--- src/rtl/deser_flex_pkg.sv ---
// Shared types and helpers for the flexible serial-to-parallel converter.
package deser_flex_pkg;

  typedef enum logic [0:0] {
    ST_ACC  = 1'b0,
    ST_HOLD = 1'b1
  } state_e;

  // Accumulator position for the bit arriving when cnt bits are already stored.
  function automatic int unsigned bit_index(input int unsigned cnt,
                                            input int unsigned data_w,
                                            input bit          msb_first);
    return msb_first ? (data_w - 1 - cnt) : cnt;
  endfunction

endpackage

--- src/rtl/deser_out_slot.sv ---
// One-entry valid/ready output register holding a finished word and its bit count.
module deser_out_slot #(
  parameter int unsigned DATA_W = 16,
  parameter int unsigned LEN_W  = 5
) (
  input  logic              i_clk,
  input  logic              i_arst_n,
  input  logic              i_load,
  input  logic [DATA_W-1:0] i_data,
  input  logic [LEN_W-1:0]  i_len,
  input  logic              i_ready,
  output logic [DATA_W-1:0] o_data,
  output logic [LEN_W-1:0]  o_len,
  output logic              o_val,
  output logic              o_slot_free_c
);

  logic [DATA_W-1:0] r_data;
  logic [LEN_W-1:0]  r_len;
  logic              r_val;

  // A word popped this cycle frees the slot for a same-cycle reload.
  assign o_slot_free_c = !r_val || i_ready;

  always_ff @(posedge i_clk or negedge i_arst_n) begin
    if (!i_arst_n) begin
      r_data <= '0;
      r_len  <= '0;
      r_val  <= 1'b0;
    end else if (i_load) begin
      r_data <= i_data;
      r_len  <= i_len;
      r_val  <= 1'b1;
    end else if (i_ready) begin
      r_val  <= 1'b0;
    end
  end

  assign o_data = r_data;
  assign o_len  = r_len;
  assign o_val  = r_val;

endmodule

--- src/rtl/deser_flex.sv ---
// Parametrised deserializer: packs accepted serial bits into DATA_W words, supports flush and output backpressure.
module deser_flex
  import deser_flex_pkg::*;
#(
  parameter int unsigned DATA_W    = 16,
  parameter bit          MSB_FIRST = 1'b1,
  localparam int unsigned LEN_W    = $clog2(DATA_W + 1)
) (
  input  logic              clk_i,
  input  logic              arst_n_i,
  input  logic              data_i,
  input  logic              data_val_i,
  output logic              data_ready_o,
  input  logic              flush_i,
  output logic [DATA_W-1:0] deser_data_o,
  output logic [LEN_W-1:0]  deser_len_o,
  output logic              deser_data_val_o,
  input  logic              deser_ready_i
);

  localparam int unsigned IDX_W = $clog2(DATA_W);

  state_e            r_state;
  logic [DATA_W-1:0] r_acc;
  logic [LEN_W-1:0]  r_cnt;
  logic              r_ready;

  logic              w_accept;
  logic [IDX_W-1:0]  w_idx;
  logic [DATA_W-1:0] w_acc_new;
  logic [LEN_W-1:0]  w_cnt_eff;
  logic              w_close;
  logic              w_slot_free;
  logic              w_load;
  logic [DATA_W-1:0] w_load_data;
  logic [LEN_W-1:0]  w_load_len;

  // Word/count as they stand including a bit accepted this cycle, and the close decision.
  always_comb begin
    w_accept    = data_val_i && r_ready;
    w_idx       = IDX_W'(bit_index(32'(r_cnt), DATA_W, MSB_FIRST));
    w_acc_new   = r_acc;
    if (w_accept) begin
      w_acc_new[w_idx] = data_i;
    end
    w_cnt_eff   = r_cnt + LEN_W'(w_accept);
    w_close     = (r_state == ST_ACC) &&
                  ((w_accept && (w_cnt_eff == LEN_W'(DATA_W))) ||
                   (flush_i && (w_cnt_eff != '0)));
    w_load      = w_slot_free && (w_close || (r_state == ST_HOLD));
    w_load_data = (r_state == ST_HOLD) ? r_acc : w_acc_new;
    w_load_len  = (r_state == ST_HOLD) ? r_cnt : w_cnt_eff;
  end

  // Collect bits; park a closed word in the accumulator while the output slot is busy.
  always_ff @(posedge clk_i or negedge arst_n_i) begin
    if (!arst_n_i) begin
      r_state <= ST_ACC;
      r_acc   <= '0;
      r_cnt   <= '0;
      r_ready <= 1'b0;
    end else begin
      case (r_state)
        ST_ACC: begin
          r_ready <= 1'b1;
          if (w_close) begin
            if (w_slot_free) begin
              r_acc <= '0;
              r_cnt <= '0;
            end else begin
              r_acc   <= w_acc_new;
              r_cnt   <= w_cnt_eff;
              r_state <= ST_HOLD;
              r_ready <= 1'b0;
            end
          end else if (w_accept) begin
            r_acc <= w_acc_new;
            r_cnt <= w_cnt_eff;
          end
        end
        ST_HOLD: begin
          if (w_slot_free) begin
            r_acc   <= '0;
            r_cnt   <= '0;
            r_state <= ST_ACC;
            r_ready <= 1'b1;
          end
        end
        default: begin
          r_state <= ST_ACC;
          r_ready <= 1'b0;
        end
      endcase
    end
  end

  assign data_ready_o = r_ready;

  deser_out_slot #(
    .DATA_W (DATA_W),
    .LEN_W  (LEN_W)
  ) u_out_slot (
    .i_clk         (clk_i),
    .i_arst_n      (arst_n_i),
    .i_load        (w_load),
    .i_data        (w_load_data),
    .i_len         (w_load_len),
    .i_ready       (deser_ready_i),
    .o_data        (deser_data_o),
    .o_len         (deser_len_o),
    .o_val         (deser_data_val_o),
    .o_slot_free_c (w_slot_free)
  );

endmodule

--- config.mk ---
export PLATFORM = sky130hd
export DESIGN_NAME = deser_flex
export DESIGN_NICKNAME = d
export VERILOG_FILES = /design/src/rtl/deser_flex_pkg.sv /design/src/rtl/deser_out_slot.sv /design/src/rtl/deser_flex.sv
export SDC_FILE = /design/constraint.sdc
export NUM_CORES = 1
export LEC_CHECK = 0
export ABC_CLOCK_PERIOD_IN_PS = 5200
export CAP_MARGIN = 20
export CORE_ASPECT_RATIO = 0.7
export CORE_UTILIZATION = 55
export CTS_BUF_LIST = sky130_fd_sc_hd__clkbuf_16
export DETAILED_ROUTE_END_ITERATION = 8
export DONT_BUFFER_PORTS = 1
export GPL_TIMING_DRIVEN = 0
export PLACE_DENSITY = 0.67
export SKIP_LAST_GASP = 1
export SLEW_MARGIN = 25
export SYNTH_ARGS = -nofsm -noshare
export SYNTH_HDL_FRONTEND = slang
export SYNTH_SLANG_ARGS = --single-unit
--- constraint.sdc ---
create_clock -name clk_i -period 5.2 [get_ports clk_i]
set_input_delay 1.3 -clock clk_i [delete_from_list [all_inputs] [get_ports clk_i]]
set_output_delay 1.3 -clock clk_i [all_outputs]
set_load 0.02 [all_outputs]
==> out/results.ini, run 1 <==
[timing]
hold_violations = 0
finalCritPeriodShare_pct = 77.81
clock.fmax_mhz = 247.1
worst_pin_slew_ns = 0.8629
period_needed_ns = 4.046
tns_ns = 0
grt_setup_unrepaired = no
fin_skew_ns = 0.006665
relSlewSlack_pct = 42.35
setup_viol = 0
drv_slew = 0

[logic_synthesis]
synth_edf_count = 0
synthFlopType = dfrtp_1
synth_seq_cells = 45
syn_inst = 251
syn_nets = 259
synth_xor_area_share_pct = 1.053
synth.top_cell.area_share_pct = 45.14
yosys_warnings = 0
synth_area_per_cell_um2 = 9.940
synth_area_mm2 = 0.002495
async_reset_ff_share_pct = 100.0
synth_top_family_by_area = compound AO/OA/AOI/OAI gates
synth.top_cells.by_area = dfrtp_1, mux2_2, o21ai_0
synth_compound_area_share_pct = 19.61
muxShareOfSynthArea_pct = 13.84
synth_top_area_cell = dfrtp_1
synth_fa_ha_area_share_pct = 1.003
seq_area_frac_synth_pct = 45.14
synth_cell_types = 43
synth-simple-area-share_pct = 14.64

[run_status]
status = finished, final reports clean

[clock_tree]
cts_buffers = 5
clockRootBuffer = clkbuf_16
cts_sinks = 45
cts.path.max_buffers = 2
holdBufCountCts = 0
cts_resized = 0
cts_tree = built
cts.clk_slew.worst_paths_ns = 0.06
htreeDepth = 2
clk_latency_ns = 0.29
cts_setup_buffers = 0

[grt]
antenna_found_initial = 0
grt_overflow = 0
grt_pass1_vias = 1834
grt_max_degree = 46
track_usage_pct = 26.64
grt_pass1_wl_um = 9335

[setup_path]
critical_path_required_ns = 5.37
cp-start-kind = input port
cp.arrival_ns = 4.22
critPathKind = input port to flop
crit_fanout = 10
cp-end-kind = flop

[layout]
n_antenna_cell = 0
areaGrowthSynthToFinish_pct = 9.278
layout_commonest_cell = dfrtp_1
fin_nets = 266
drive_gt1_share_pct = 15.83
post-route-util_pct = 62.61
final_cell_mix = dfrtp_1, nand2_1, o21ai_0, o22ai_1, mux2_2

[die]
die_w_um = 82.50
die_y_um = 58.35
row_count = 20
dieArea_mm2 = 0.004814
core-area_mm2 = 0.004354
initial_core_util_pct = 57.30
num_io_pins = 29

[pwr]
leakage_nw = 1.201
pwr-share-seq_pct = 35.7
power_density_mw_per_mm2 = 532.9
p_sw_share_pct = 40.08
worst_ir_drop_vdd_v = 0.0003784
p_switching_w = 0.0005824
internal_power_w = 0.0008706
power_frac_clock_pct = 24.5
comb_power_share_pct = 39.8

[route]
first_iter_violations = 226
drtPass1Iterations = 5
postRouteAntennaNets = 0
remaining_drc_errors = 0
vias = 2019
finalWirelength_um = 5820
wire_per_inst_um = 18.54
vias_per_cell = 6.430

[place]
portBuffers = 0
dp_hpwl_um = 4162
place_congestion = 0.9017

[min_path]
hp-class = flop to flop

[job]
max-cap-violations = 0

-- worst paths after layout --
check	slack, ns	depth (start not counted)	endpoint	from
min in group asynchronous	0.70	0	r_cnt[0]	arst_n_i
worst max register to register	1.65	10	u_out_slot.o_data[11]	data_ready_o
worst min register to register	0.55	2	r_acc[7]	r_acc[7]
worst min-delay path	0.55	2	r_acc[7]	r_acc[7]
worst max-delay path	1.15	10	u_out_slot.o_data[11]	data_val_i
max in group asynchronous	4.41	0	u_out_slot.o_data[0]	arst_n_i
-- area by class of cell --
type | instances | area (µm²)
Tap cell | 55 | 68.82
Clock buffer | 5 | 125.1
Sequential cell | 45 | 1126
Buffer | 17 | 91.34
Clock inverter | 3 | 37.54
Fill cell | 384 | 1628
Inverter | 7 | 26.28
Multi-Input combinational cell | 182 | 1251
-- layer usage --
metal	global-route usage [%]	vias to the layer above	wire length (µm)	share of wire, %
met5	0	-	0	0
met1	42.40	975	2929	50
li1	-	939	-	-
met3	5.891	11	468	8.0
met4	8.867	0	94	1.6
met2	35.30	94	2327	40
-- power by group through the flow --
stage	logic, W	clock network (W)	registers (W)
after floorplan	0.000457	0	0.000510
after global placement	0.000566	0	0.000522
after detailed placement	0.000570	0	0.000525
after CTS	0.000573	0.000360	0.000519
after global routing	0.000626	0.000371	0.000532
final	0.000579	0.000356	0.000518
-- cell usage after synthesis (2+ instances only) --
| library cell | number |
|---|---|
| and2_1 | 2 |
| nor2b_1 | 2 |
| a22o_1 | 4 |
| dfrtp_1 | 45 |
| o31a_1 | 2 |
| clkbuf_1 | 12 |
| a21oi_1 | 3 |
| and3_1 | 2 |
| xnor2_1 | 2 |
| mux2_4 | 7 |
| mux2_2 | 16 |
| o22ai_1 | 16 |
| nand2b_1 | 2 |
| nand3_1 | 12 |
| o21ai_0 | 24 |
| or2_2 | 2 |
| ha_1 | 2 |
| a31oi_1 | 5 |
| inv_1 | 6 |
| nor2_1 | 14 |
| nand4_1 | 7 |
| mux2i_1 | 6 |
| o2111ai_1 | 4 |
| o22a_1 | 3 |
| a22oi_1 | 3 |
| buf_4 | 2 |
| nand2_1 | 30 |
-- worst max-delay path, stage by stage --
cell and delay [ns]:
nand2_1 0.19, clkinv_1 0.26, ha_1 0.32, ha_1 0.34
or2_2 0.30, o31a_1 0.29, o32a_4 0.36, a31oi_4 0.33
buf_8 0.20, mux2_4 0.31
-- sequential cells by signal, indices dropped and copies added, names as in the netlist --
| name | count |
|---|---|
| u_out_slot.o_len | 5 |
| u_out_slot.o_data | 16 |
| r_acc | 16 |
| data_ready_o | 1 |
| u_out_slot.o_val | 1 |
| r_cnt | 5 |
| r_state | 1 |
-- cells by family after synthesis --
group	after synthesis
and+or+nand+nor	77
xor gates and xnor gates	3
muxes	29
adders and majority gates	2
buffers and inverters	24
DFF	45
AOI/OAI and AO/OA	71
-- through the flow --
step	power (W)	setup WS (ns)	cells	area [µm²]	hold slack, ns
2_1_floorplan	0.0009676	1.244	251	2495	0.5133
3_3_place_gp	0.001087	0.9035	306	2564	0.5402
3_5_place_dp	0.001095	0.8956	306	2564	0.5416
4_1_cts	0.001451	1.189	314	2726	0.5529
5_1_grt	0.001530	1.027	314	2726	0.5738
6_report	0.001453	1.154	314	2726	0.5535
Power figures use the tool's default switching activity.
==> run 2: changes to the inputs <==
--- a/config.mk
+++ b/config.mk
@@ -5,7 +5,7 @@
 export SDC_FILE = /design/constraint.sdc
 export NUM_CORES = 1
 export LEC_CHECK = 0
-export ABC_CLOCK_PERIOD_IN_PS = 5200
+export ABC_CLOCK_PERIOD_IN_PS = 4000
 export CAP_MARGIN = 20
 export CORE_ASPECT_RATIO = 0.7
 export CORE_UTILIZATION = 55
==> constraint.sdc (replaced) <==
create_clock -name clk_i -period 4 [get_ports clk_i]
set_input_delay 1 -clock clk_i [delete_from_list [all_inputs] [get_ports clk_i]]
set_output_delay 1 -clock clk_i [all_outputs]
set_load 0.02 [all_outputs]
==> results of run 2 <==
The final DEF is identical to that of run 1. Status: finished, final reports clean.
Main changes from that run: setup slack after placement 0.8956 ns -> -0.004446 ns; setup slack after layout 1.154 ns -> 0.2538 ns; hold slack 0.5535 ns -> 0.3996 ns; register-to-register setup slack 1.65 ns -> 0.45 ns; total power 0.001453 W -> 0.001889 W; worst IR drop on VDD 0.0003784 V -> 0.0004920 V
